==> src/rtl/uart_baud_gen_prog.sv <==
// uart_baud_gen_prog
//   Run-time programmable fractional baud generator built as an NCO. A
//   W-bit phase accumulator adds the current increment each cycle; every
//   carry out of the accumulator is one oversample tick. An oversample
//   counter derives the bit tick and the mid-bit tick from those carries, so
//   all three ticks stay phase-locked. New increments are shadow-loaded and
//   only take effect on a carry cycle, or while idle or resyncing. This keeps
//   a baud change from ever cutting a tick period short.
//
// Ports
//   clk       in   system clock, all logic on posedge
//   rst       in   synchronous active-high reset
//   enable    in   1 = run, 0 = hold phase cleared
//   inc_wr    in   write strobe for inc_data
//   inc_data  in   [ACC_WIDTH-1:0] new increment (tick rate = CLK_FREQ*inc/2^W)
//   resync    in   1-cycle pulse, realign phase to a start-bit edge
//   os_tick   out  oversample tick, 1-cycle pulse
//   bit_tick  out  end of bit period, 1-cycle pulse
//   mid_tick  out  bit centre sample point, 1-cycle pulse
//   os_phase  out  [CNT_W-1:0] current oversample index
//   inc_busy  out  a written increment is pending, not yet applied
module uart_baud_gen_prog #(
  parameter int unsigned CLK_FREQ     = 12000000,
  parameter int unsigned DEFAULT_BAUD = 115200,
  parameter int unsigned OVERSAMPLING = 16,
  parameter int unsigned ACC_WIDTH    = 24,
  localparam int unsigned CNT_W       = (OVERSAMPLING > 1) ? $clog2(OVERSAMPLING) : 1
) (
  input  logic                 clk,
  input  logic                 rst,
  input  logic                 enable,
  input  logic                 inc_wr,
  input  logic [ACC_WIDTH-1:0] inc_data,
  input  logic                 resync,
  output logic                 os_tick,
  output logic                 bit_tick,
  output logic                 mid_tick,
  output logic [CNT_W-1:0]     os_phase,
  output logic                 inc_busy
);

  // Rounded reset increment, evaluated in 64-bit arithmetic.
  localparam logic [63:0] DEFAULT_INC_64 =
    (((64'(DEFAULT_BAUD) * 64'(OVERSAMPLING)) << ACC_WIDTH) + (64'(CLK_FREQ) / 64'd2))
    / 64'(CLK_FREQ);
  localparam logic [ACC_WIDTH-1:0] DEFAULT_INC = DEFAULT_INC_64[ACC_WIDTH-1:0];

  // The counter value seen on the carry that ends a bit.
  localparam logic [CNT_W-1:0] LAST_IDX = CNT_W'(OVERSAMPLING - 1);
  // The counter value seen on the carry that reaches the bit centre, i.e.
  // os_cnt+1 == OVERSAMPLING/2. With a single oversample, the centre collapses
  // onto the bit tick.
  localparam logic [CNT_W-1:0] MID_IDX =
    CNT_W'((OVERSAMPLING > 1) ? (OVERSAMPLING / 2 - 1) : 0);

  logic [ACC_WIDTH-1:0] acc_q, acc_d;
  logic [CNT_W-1:0]     os_cnt_q, os_cnt_d;
  logic [ACC_WIDTH-1:0] inc_cur_q, inc_cur_d;
  logic [ACC_WIDTH-1:0] inc_pend_q, inc_pend_d;
  logic                 inc_busy_q, inc_busy_d;
  logic                 os_tick_q, os_tick_d;
  logic                 bit_tick_q, bit_tick_d;
  logic                 mid_tick_q, mid_tick_d;

  logic [ACC_WIDTH:0]   sum_s;
  logic                 carry_s;
  logic                 run_s;

  // Next-state logic: accumulator, oversample counter, ticks and increment shadow.
  always_comb begin
    sum_s      = {1'b0, acc_q} + {1'b0, inc_cur_q};
    carry_s    = sum_s[ACC_WIDTH];
    run_s      = enable & ~resync;

    acc_d      = acc_q;
    os_cnt_d   = os_cnt_q;
    inc_cur_d  = inc_cur_q;
    inc_pend_d = inc_pend_q;
    inc_busy_d = inc_busy_q;
    os_tick_d  = 1'b0;
    bit_tick_d = 1'b0;
    mid_tick_d = 1'b0;

    if (run_s) begin
      acc_d      = sum_s[ACC_WIDTH-1:0];
      os_tick_d  = carry_s;
      bit_tick_d = carry_s & (os_cnt_q == LAST_IDX);
      mid_tick_d = carry_s & (os_cnt_q == MID_IDX);
      if (carry_s) begin
        if (os_cnt_q == LAST_IDX) begin
          os_cnt_d = '0;
        end else begin
          os_cnt_d = os_cnt_q + CNT_W'(1);
        end
      end else begin
        os_cnt_d = os_cnt_q;
      end
    end else begin
      // Resync and disable both restart the phase from zero.
      acc_d    = '0;
      os_cnt_d = '0;
    end

    // A fresh write always takes precedence and keeps the value pending.
    // Otherwise, the pending value is only applied at a period boundary
    // (carry), or while the phase is being restarted anyway.
    if (inc_wr) begin
      inc_pend_d = inc_data;
      inc_busy_d = 1'b1;
    end else if (~run_s | carry_s) begin
      inc_cur_d  = inc_pend_q;
      inc_busy_d = 1'b0;
    end else begin
      inc_busy_d = inc_busy_q;
    end
  end

  // State registers with synchronous reset.
  always_ff @(posedge clk) begin
    if (rst) begin
      acc_q      <= '0;
      os_cnt_q   <= '0;
      inc_cur_q  <= DEFAULT_INC;
      inc_pend_q <= DEFAULT_INC;
      inc_busy_q <= 1'b0;
      os_tick_q  <= 1'b0;
      bit_tick_q <= 1'b0;
      mid_tick_q <= 1'b0;
    end else begin
      acc_q      <= acc_d;
      os_cnt_q   <= os_cnt_d;
      inc_cur_q  <= inc_cur_d;
      inc_pend_q <= inc_pend_d;
      inc_busy_q <= inc_busy_d;
      os_tick_q  <= os_tick_d;
      bit_tick_q <= bit_tick_d;
      mid_tick_q <= mid_tick_d;
    end
  end

  assign os_tick  = os_tick_q;
  assign bit_tick = bit_tick_q;
  assign mid_tick = mid_tick_q;
  assign os_phase = os_cnt_q;
  assign inc_busy = inc_busy_q;

endmodule

==> config.mk <==
export PLATFORM = sky130hd
export DESIGN_NAME = uart_baud_gen_prog
export DESIGN_NICKNAME = d
export VERILOG_FILES = /design/src/rtl/uart_baud_gen_prog.sv
export SDC_FILE = /design/constraint.sdc
export NUM_CORES = 1
export LEC_CHECK = 0
export ABC_AREA = 1
export ABC_CLOCK_PERIOD_IN_PS = 4890
export CAP_MARGIN = 20
export CORE_UTILIZATION = 40
export DETAILED_ROUTE_END_ITERATION = 16
export PLACE_DENSITY = 0.6
export SLEW_MARGIN = 10
export SYNTH_ARGS = -nofsm -noshare
export SYNTH_HDL_FRONTEND = slang
export SYNTH_SLANG_ARGS = --single-unit
==> constraint.sdc <==
create_clock -name clk -period 4.89 [get_ports clk]
set_clock_uncertainty 0.15 [all_clocks]
set_input_delay 0.978 -clock clk [delete_from_list [all_inputs] [get_ports clk]]
set_output_delay 0.978 -clock clk [all_outputs]
set_load 0.05 [all_outputs]
# After elaboration in Yosys (flattened, before gate mapping)
# Cells that the tools add are included.
word_totals:
  ram_bits: 0
  output_inout_bits: 8
  n_memories: 0
  rom_bits: 0
  latch_bits: 0
  inputBits: 29
  register_bits: 80
classes:
  n_reduce_logical: 3
  n_addsub: 2
  n_bitwise: 7
  mux: 3
  n_lt_le_gt_ge: 0
  multipliers: 0
  n_div: 0
  eq_ne: 2
  n_shift: 0
op_table:
  columns: ["op", "n"]
  rows:
  - ["$add 24x24->25", 1]
  - ["$add 4x1->4 const B", 1]
  - ["$eq 4x3->1 const B", 1]
  - ["$eq 4x4->1 const B", 1]
  - ["$mux 4", 1]
  - ["$and 1x1->1", 3]
  - ["$not 1->1", 3]
  - ["$mux 1", 2]
  - ["$reduce_and 2->1", 1]
  - ["$reduce_bool 2->1", 1]
  - ["$reduce_or 2->1", 1]
  - ["$or 1x1->1", 1]

# Depth between registers and ports, before layout
logic_depth:
  word_depth: 6
  mapped_depth: 14

# Worst setup path after synthesis
# No wires, ideal clock.
synth_timing:
  path_type: "input port to flip-flop"
  startpoint: "in enable"
  endpoint: "reg acc_q[11]"
  setup_slack_ns: 2.766
  n_path_buf: 1
  stages: 7
  required_time_ns: 4.670
  arrival_ns: 1.904
  cell_sequence: "inv_1 > nor2_1 > nand2_1 > clkinv_1 > clkbuf_1 > o21ai_0 > a21oi_1"
synth_between:
  elab_chain_cells: 3
synth_rtl:
  columns: ["element", "line_no", "source"]
  rows:
  - ["start: declaration", "31", "input logic enable,"]
  - ["$and 1x1->1", "73", "run_s = enable & ~resync;"]
  - ["$not 1->1 (no line)", null, null]
  - ["$reduce_or 2->1 (no line)", null, null]
  - ["end signal: assignment", "121", "acc_q <= '0;"]
  - ["end signal: assignment", "130", "acc_q <= acc_d;"]
  - ["end: declaration", "56", "logic [ACC_WIDTH-1:0] acc_q, acc_d;"]
# Every way passes these cells.
# A chain may end at the register's enable or synchronous reset.

# Worst setup path in the final report
layout_timing:
  startpoint: "in rst"
  endpoint: "reg os_cnt_q[1] (netlist: os_phase[1])"
layout_between:
  elab_chain_cells: 1
layout_rtl:
  columns: ["element", "line_no", "source"]
  rows:
  - ["start: declaration", "30", "input logic rst,"]
  - ["$reduce_or 2->1 (no line)", null, null]
  - ["end signal: assignment", "131", "os_cnt_q <= os_cnt_d;"]
  - ["end: declaration", "57", "logic [CNT_W-1:0] os_cnt_q, os_cnt_d;"]
# Every way passes these cells.

==> run metrics <==
final total negative setup slack 0 ps; crit path kind in -> reg; relative slew slack 45.7%; flops & latches, synth 80; Final Slew Violations 0; most used standard cells in the synthesized netlist sky130_fd_sc_hd__nand2_1 (161), sky130_fd_sc_hd__dfxtp_1 (80), sky130_fd_sc_hd__inv_1 (80), sky130_fd_sc_hd__nor2_1 (69), sky130_fd_sc_hd__a21oi_1 (55); maximum fanout along the worst path 17; Syn-to-layout area delta 16.3%; core footprint 10300 sq um; mean post-synth cell area 6.94 sq um; clock tree root driver cell sky130_fd_sc_hd__clkbuf_8; Remaining Overflow, GRT 0; cell with the most instances after synthesis sky130_fd_sc_hd__nand2_1; CTS Hold Buffers Added 0; data required time of the critical path 5000 ps; drt via density 4.88; Hold Worst Slack 318 ps; filler cell count 1066; via count of the first global-routing pass 3559; cell count after synthesis 613; number of gates given a new drive strength after cts 0; maximum buffer depth of the clock tree 2; Tightest Hold Check Type reg -> reg; worst skew pair latency 350 ps; endpoint kind of the worst setup timing path flip-flop; count of vias placed by the detailed router 3861; outcome complete, no violations; number of synthesized flops with an enable pin 0; antenna diode count 0; Synth top area share 37.6%; worst endpoint data arrival time 3280 ps; clock slew seen by the registers of the worst setup and hold paths 90 ps; number of cell rows 37; die area 11100 sq um; power density relative to cell area 297 nW/um^2; number of antenna violations at the first check in global routing 0; Max H-tree Level 3; post-DR wirelength/cell 12.8 microns; launch point of the worst path rst; Synthesis Warnings 0; Netlist Area Pre-Place 4260 sq um; post-synthesis async set-or-reset flop share 0%; width of the die 105 microns; fin crit share 64.9%; CTS tree built; Synth area leaders sky130_fd_sc_hd__dfxtp_1 (38%), sky130_fd_sc_hd__nand2_1 (14%), sky130_fd_sc_hd__ha_1 (7.4%); first-pass GRT wire length 17100 microns; total clock sinks 80; leading area contributor after synthesis sky130_fd_sc_hd__dfxtp_1; final count of negative-setup-slack endpoints 0; I/O pins 37; max-capacitance violation count 0; total track usage 19.7%; top flip-flop cell by instance count after synthesis sky130_fd_sc_hd__dfxtp_1; worst voltage drop across the vdd grid 171 uV; post-detailed-route DRC marker count 0; post-route antenna net violation count 0; HPWL after detailed placement 8090 microns; post-synth net total 668; worst hold path startpoint inc_pend_q[16]$_SDFFE_PP1P_; post-synthesis sequential area ratio 37.6%; post-CTS setup buffer count 0; pin count of the biggest net entering global routing 28; slew at the pin closest to its max-slew limit 812 ps; starting density of the core 41.2%; final-report hold violation count 0; category of the worst setup path launch point primary input; Initial DRT Pass Iterations 5; Finished Core Util 47.9%; leakage power 0.00249 uW; sum of routed wire length over all layers 10100 microns; number of CTS-inserted buffers 9; Die Height 105 microns; maximum achievable frequency 0.315 GHz; Reg-to-Reg Start inc_cur_q[0]$_SDFFE_PP0P_; gp weighted congestion 0.890; I/O Buffers 36; Total Nets Final 706; final critical delay including setup and external delays 3170 ps; Initial DRC Count 191; share of final-layout standard cells stronger than drive strength 1 7.93%; unrepaired setup endpoints after global routing false; library cells used by synthesis 34
[power by group]
part	switching (uW)	internal (uW)	leakage (uW)
Sequential	23.0	690	0.000659
Combinational	149	91.6	0.00172
Clock	260	256	0.000104
Total	432	1040	0.00249
[cells by family after synthesis]
family          after synthesis  synth area share, %
fa+ha+maj                    26                 7.82
simple gates                299                 31.3
xor+xnor                      1                0.206
compound gates              111                 13.9
flops                        80                 37.6
buf+inv                      96                 9.09
[metal layers]
metal	vias to the layer above	wire (microns)	track usage, %
li1	2029	-	-
met1	1751	5170	27.4
met2	65	4460	30.8
met3	16	350	3.93
met4	0	147	5.73
met5	-	0	0
[cells in the final DEF, fill, tap and decap left out]
cell type and instances:
sky130_fd_sc_hd__nand2_1 161, sky130_fd_sc_hd__inv_1 80, sky130_fd_sc_hd__dfxtp_1 80, sky130_fd_sc_hd__nor2_1 69, sky130_fd_sc_hd__a21oi_1 55, sky130_fd_sc_hd__clkdlybuf4s50_1 36
sky130_fd_sc_hd__o21ai_0 35, sky130_fd_sc_hd__ha_1 25, sky130_fd_sc_hd__nand3_1 19, sky130_fd_sc_hd__nand2_2 16, sky130_fd_sc_hd__o21ai_1 10, sky130_fd_sc_hd__clkbuf_8 10
sky130_fd_sc_hd__nand4_1 9, sky130_fd_sc_hd__o21bai_1 5, sky130_fd_sc_hd__nor2_2 4, sky130_fd_sc_hd__nand2_4 4, sky130_fd_sc_hd__nor3_1 4, sky130_fd_sc_hd__nand3b_1 4
sky130_fd_sc_hd__and2_1 3, sky130_fd_sc_hd__inv_6 3, sky130_fd_sc_hd__buf_4 3, sky130_fd_sc_hd__clkinv_1 2, sky130_fd_sc_hd__nor2_4 2, sky130_fd_sc_hd__inv_2 2
sky130_fd_sc_hd__nand4_4 2, sky130_fd_sc_hd__o21a_1 2, sky130_fd_sc_hd__a21oi_4 1, sky130_fd_sc_hd__a21oi_2 1, sky130_fd_sc_hd__a21o_1 1, sky130_fd_sc_hd__or2_2 1
sky130_fd_sc_hd__a21boi_0 1, sky130_fd_sc_hd__xor2_1 1, sky130_fd_sc_hd__nor3b_1 1, sky130_fd_sc_hd__fa_1 1, sky130_fd_sc_hd__clkinv_4 1, sky130_fd_sc_hd__bufinv_16 1
sky130_fd_sc_hd__clkinvlp_4 1
[critical path, stage by stage]
cell	delay, ps
sky130_fd_sc_hd__clkdlybuf4s50_1	710
sky130_fd_sc_hd__inv_1	320
sky130_fd_sc_hd__nand2_1	170
sky130_fd_sc_hd__clkinv_1	420
sky130_fd_sc_hd__nand4_4	390
sky130_fd_sc_hd__inv_2	150
sky130_fd_sc_hd__nand2_1	80
sky130_fd_sc_hd__nand2_1	50
[layout make-up]
cell class                 instances  area [sq um]  area share (%)
multi-input combinational        437          2270            45.8
sequential                        80          1600            32.4
timing repair buffer              39           383            7.74
inverter                          84           315            6.37
tap                              136           170            3.44
clock buffer                      10           138            2.78
clock inverter                     6          72.6            1.47
[registers in the layout, summed over array words and instances, names as in the netlist]
register    count
inc_cur_q      24
os_tick         1
acc_q          24
bit_tick        1
inc_busy        1
os_phase        4
mid_tick        1
inc_pend_q     24
[per-stage QoR]
| stage | instance area [sq um] | total power (uW) | setup WS [ps] | instances |
|---|---|---|---|---|
| after floorplan | 4260 | 893 | 2770 | 613 |
| after global placement | 4740 | 964 | 1380 | 776 |
| after detailed placement | 4740 | 969 | 1270 | 776 |
| after CTS | 4950 | 1490 | 1650 | 792 |
| after global routing | 4950 | 1550 | 1490 | 792 |
| final | 4950 | 1470 | 1720 | 792 |
[final timing paths]
check / to / slack, ps / cells after the start
setup / recovery: os_phase[1]$_SDFFE_PP0P_ / 1720 / 8
hold reg to reg: inc_pend_q[16]$_SDFFE_PP1P_ / 320 / 2
setup reg to reg: inc_cur_q[0]$_SDFFE_PP0P_ / 2450 / 12
hold / removal: inc_pend_q[16]$_SDFFE_PP1P_ / 320 / 2
Note: power is estimated with default switching activity, not from simulation.
==> RTL change 1: new RTL, same settings <==
The output `os_tick` loses its register stage (`os_tick_q` becomes a continuous assignment).
--- a/src/rtl/uart_baud_gen_prog.sv
+++ b/src/rtl/uart_baud_gen_prog.sv
@@ -125,3 +125,2 @@
       inc_busy_q <= 1'b0;
-      os_tick_q  <= 1'b0;
       bit_tick_q <= 1'b0;
@@ -134,3 +133,2 @@
       inc_busy_q <= inc_busy_d;
-      os_tick_q  <= os_tick_d;
       bit_tick_q <= bit_tick_d;
@@ -139,2 +137,4 @@
   end
+
+  assign os_tick_q = os_tick_d;
 
Function: changed (Yosys sat finds a counterexample within 4 cycles, from zero or initial values and one cycle with rst high).
==> RTL change 1 against the unedited design <==
  * Routed wire length up 6.9%
  * Die area up 1.4%
  * First-iteration DRC count down 0.52%
  * Final area up 1.3%
  * Power up 0.99%
  * Sequential cell count down 1
  * Worst setup slack worse by 0.82 ns
  * Synthesized area up 1.4%
  * Register-to-register slack worse by 0.25 ns
  * Critical endpoint is now os_tick
  * Non-clock buffer count down 1
==> RTL change 1: results (changes against the unedited design) <==
* Status: completed
* Worst hold margin at 0.320 ns (+0.00245 ns)
* CP Max Fanout at 8 (-9)
* Number of global-route vias before repair at 3950 (+11%)
* GRT Residual Overflow at 0 (unchanged)
* Mapped Cells at 627 (+2.3%)
* Seq pwr share at 47.3% (-1.2 points)
* Largest net degree at the start of global routing at 29 (+3.6%)
* Post-layout util at 48.3% (+0.43 points)
* Register area share after synthesis at 36.6% (-0.99 points)
* # fillers at 1089 (+2.2%)
* Synth Net Count at 682 (+2.1%)
* Clock net power at 0.000529 W (+3%)
* FF-to-FF Start: acc_q[0]
* Seq Cell Count at 79 (-1.3%)
* Setup slack, reg-to-reg at 2.20 ns (-0.25 ns)
* Multi-input logic portion of the cell area at 46.2% (+0.39 points)
* HP Start: inc_cur_q[12]
* Pre-CTS WS at 1.25 ns (-0.0166 ns)
* Least-Margin Pin Slew at 0.596 ns (-0.217 ns)
* Non-CTS inverters at 95 (+13%)
* Post-route insts no fill at 806 (+1.8%)
* Dominant cells by area after synthesis: dfxtp_1 (37%), nand2_1 (14%), inv_1 (8.1%), ha_1 (7.2%), a21oi_1 (6.5%)
* Non-clock buffering overhead at 7.49% (-0.25 points)
* Post-synth top cells: nand2_1 (156), inv_1 (93), dfxtp_1 (79)
* Internal at 0.00104 W (-0.15%)
* Inst Count DP at 790 (+1.8%)
* Hold endpoint: inc_cur_q[12]
* Vias per cell at 4.89 (+0.25%)
* Final #Nets at 720 (+2.0%)
* Top cell type's share of synthesized area at 36.6% (-0.99 points)
* Total Wirelength at 10.8 mm (+6.9%)
* Proportion of layout cells with a drive suffix above 1 at 8.21% (+0.28 points)
* First-pass GRT wire length at 18.3 mm (+6.8%)
* Post-CTS setup buffer count at 0 (unchanged)
* GR Util All Layers at 20.8% (+1.1 points)
* Multi-input comb cells at 442 (+1.1%)
* R2R Path End: inc_cur_q[21]
* Detail Placement HPWL at 8.49 mm (+4.9%)
* Static Leakage at 2.51 nW (+1.0%)
* Placer Congestion at 0.933 (+4.9%)
* Synth unique cells at 36 (+5.9%)
* Initial DRC count at 190 (-0.52%)
* Seq area share at 31.5% (-0.83 points)
* P_seq at 0.000701 W (-2%)
* VDD IR max at 0.000161 V (-6.2%)
* Post-DP Area at 4800 µm² (+1.3%)
==> RTL change 1: cell count changes after synthesis, moves of 3 or more <==
cell	unedited run	this run
nand4_1	9	13
nand2_2	16	19
xor2_1	1	5
or2_2	1	4
inv_1	80	93
a21o_1	1	4
nand3b_1	4	1
nand2_1	161	156
o21ai_0	35	31
==> RTL change 1: worst max path at each step <==
| stage | from | end | slack [ns] |
|---|---|---|---|
| global route | acc_q[0] | os_tick | 0.71 |
| CTS | acc_q[0] | os_tick | 0.89 |
| global placement | enable | os_tick | 1.25 |
| finish | acc_q[0] | os_tick | 0.90 |
| detailed placement | enable | os_tick | 1.25 |
| floorplan | acc_q[0] | os_tick | 2.04 |
==> RTL change 1: logic make-up after synthesis <==
group / count (synthesis) / synth area share, %
compound gates: 110 / 13.8
simple gates: 301 / 31.2
xor+xnor: 5 / 1.01
flops: 79 / 36.6
fa+ha+maj: 26 / 7.71
buf+inv: 106 / 9.65
==> RTL change 1: layer usage <==
| layer | up-vias | wire length [µm] | share of wire [%] | GRT usage [%] |
|---|---|---|---|---|
| met2 | 85 | 4920 | 45 | 35.0 |
| met5 | - | 0 | 0 | 0 |
| met1 | 1773 | 5250 | 48 | 26.9 |
| met4 | 0 | 177 | 1.6 | 6.05 |
| met3 | 14 | 495 | 4.6 | 4.14 |
| li1 | 2067 | - | - | - |
==> RTL change 1: worst max-delay path, stage by stage, from the launching register on <==
cell             delay [ns]
dfxtp_1                0.32
ha_1                   0.24
fa_1                   0.43
nand2_1                0.10
nand2_1                0.07
nand3_1                0.09
nand2_2                0.13
nand2_4                0.13
nand3_2                0.16
nand2_1                0.10
inv_1                  0.04
clkdlybuf4s50_1        0.69
==> RTL change 2: new RTL, config.mk and constraints unchanged <==
Made on the original files. `ACC_WIDTH`: 24 -> 16.
--- a/src/rtl/uart_baud_gen_prog.sv
+++ b/src/rtl/uart_baud_gen_prog.sv
@@ -25,3 +25,3 @@
   parameter int unsigned OVERSAMPLING = 16,
-  parameter int unsigned ACC_WIDTH    = 24,
+  parameter int unsigned ACC_WIDTH    = 16,
   localparam int unsigned CNT_W       = (OVERSAMPLING > 1) ? $clog2(OVERSAMPLING) : 1
Interface: changed (resized inc_data); port bits go from 37 to 29. No check against the original RTL was run, so the function may have changed too.
==> RTL change 2 against the unedited design <==
  * Synthesized area is 35% lower
  * Register-to-register slack better by 0.13 ns
  * Critical path depth is 1 lower
  * Sequential cell count is 24 lower
  * Hold slack better by 0.0076 ns
  * Utilization is 0.95 points higher
  * Final area is 35% lower
  * Worst setup slack better by 0.040 ns
  * Routed wire length is 44% lower
  * Non-clock buffer count is 11 lower
  * Power is 38% lower
  * Highest routed layer unchanged
==> RTL change 2: results (changes against the unedited design) <==
* VDD IR max at 0.000174 V (+1.3%)
* Crit path DAT at 3.18 ns (-0.10 ns)
* First-pass GRT wire length at 9.99 mm (-42%)
* CP max stage cell: nand2_1
* Worst Hold Class: register to register
* Biggest regs: acc_q: 16 flops, inc_cur_q: 16 flops, inc_pend_q: 16 flops
* Largest area contributor in the netlist: dfxtp_1
* Drt wl/cell at 11.6 µm (-9.0%)
* Placer Congestion at 0.786 (-12%)
* Vias per cell at 4.78 (-1.9%)
* Mapped Cells at 387 (-37%)
* Dominant cells by area after synthesis: dfxtp_1 (40%), nand2_1 (15%), ha_1 (7.7%), inv_1 (6.4%), a21oi_1 (6.3%)
* Static Leakage at 1.56 nW (-37%)
* Synth Area in Compound Gates at 11.5% (-2.4 points)
* Hold endpoint: inc_cur_q[8]
* Final setup margin at 1.76 ns (+0.0399 ns)
* CP max stage delay at 0.57 ns (-0.14 ns)
* CTS buffer count at 5 (-4)
* R2R Path End: inc_cur_q[15]
* Adder-Cell Fraction of Synth Area at 8.39% (+0.57 points)
* Least-Margin Pin Slew at 0.814 ns (+0.00217 ns)
* IO buf count at 28 (-22%)
* Inst Count DP at 483 (-38%)
* Final #Nets at 452 (-36%)
* DR pass1 iterations at 4 (-1)
* Post-synthesis xor/xnor area fraction at 0.948% (+0.74 points)
* H-tree depth at 2 (-1)
* GR Util All Layers at 17.3% (-2.4 points)
* Post-synth top cells: nand2_1 (108), dfxtp_1 (56), inv_1 (47)
* Setup slack, reg-to-reg at 2.58 ns (+0.13 ns)
* Status: completed
* Synth unique cells at 33 (-2.9%)
* Post-route insts no fill at 491 (-38%)
* CP Max Fanout at 22 (+5)
* Largest net degree at the start of global routing at 23 (-18%)
* Proportion of layout cells with a drive suffix above 1 at 6.52% (-1.4 points)
* Register area share after synthesis at 40.4% (+2.8 points)
* HP Start: inc_cur_q[8]
* Clk_lat worst skew at 0.30 ns (-0.05 ns)
* # fillers at 678 (-36%)
* Pre-CTS WS at 1.38 ns (+0.115 ns)
==> RTL change 2: cell families after synthesis <==
logic type,Yosys count
fa+ha+maj,18
flops,56
xor+xnor,3
buf+inv,57
compound gates,59
simple gates,194
==> RTL change 2: power by group <==
group | switching, W | total (W) | internal [W]
combinational | 0.0000927 | 0.000155 | 0.0000620
clock | 0.000152 | 0.000254 | 0.000102
sequential | 0.0000140 | 0.000496 | 0.000482
==> RTL change 2: metal layers <==
layer / track usage (%) / routed length, µm / share of wire, %
met1: 25.4 / 3040 / 53
met2: 26.1 / 2460 / 43
met3: 3.50 / 201 / 3.5
met4: 4.09 / 16 / 0.28
met5: 0 / 0 / 0
==> RTL change 2: layout make-up <==
cell class / instances / area (µm²) / share of cell area (%)
clock inverters: 2 / 16.3 / 0.510
flip-flops and latches: 56 / 1120 / 35.1
clock buffers: 6 / 72.6 / 2.27
repair buffers: 28 / 280 / 8.78
well taps: 77 / 96.3 / 3.02
multi-input cells: 274 / 1430 / 44.6
inverters: 48 / 180 / 5.64
==> RTL change 2: worst max path at each step <==
| stage | from | endpoint | cells after the start |
|---|---|---|---|
| floorplan | rst | inc_cur_q[10] | 7 |
| global placement | rst | inc_cur_q[6] | 7 |
| detailed placement | rst | inc_cur_q[4] | 7 |
| CTS | rst | inc_cur_q[10] | 7 |
| global route | rst | os_phase[1] | 8 |
| finish | rst | inc_cur_q[4] | 7 |
==> RTL change 2: metrics by stage <==
stage	total power, W	hold WS (ns)
3_5_place_dp	0.000661	0.306
6_report	0.000905	0.325
5_1_grt	0.000967	0.344
3_3_place_gp	0.000659	0.299
2_1_floorplan	0.000617	0.277
4_1_cts	0.000919	0.330
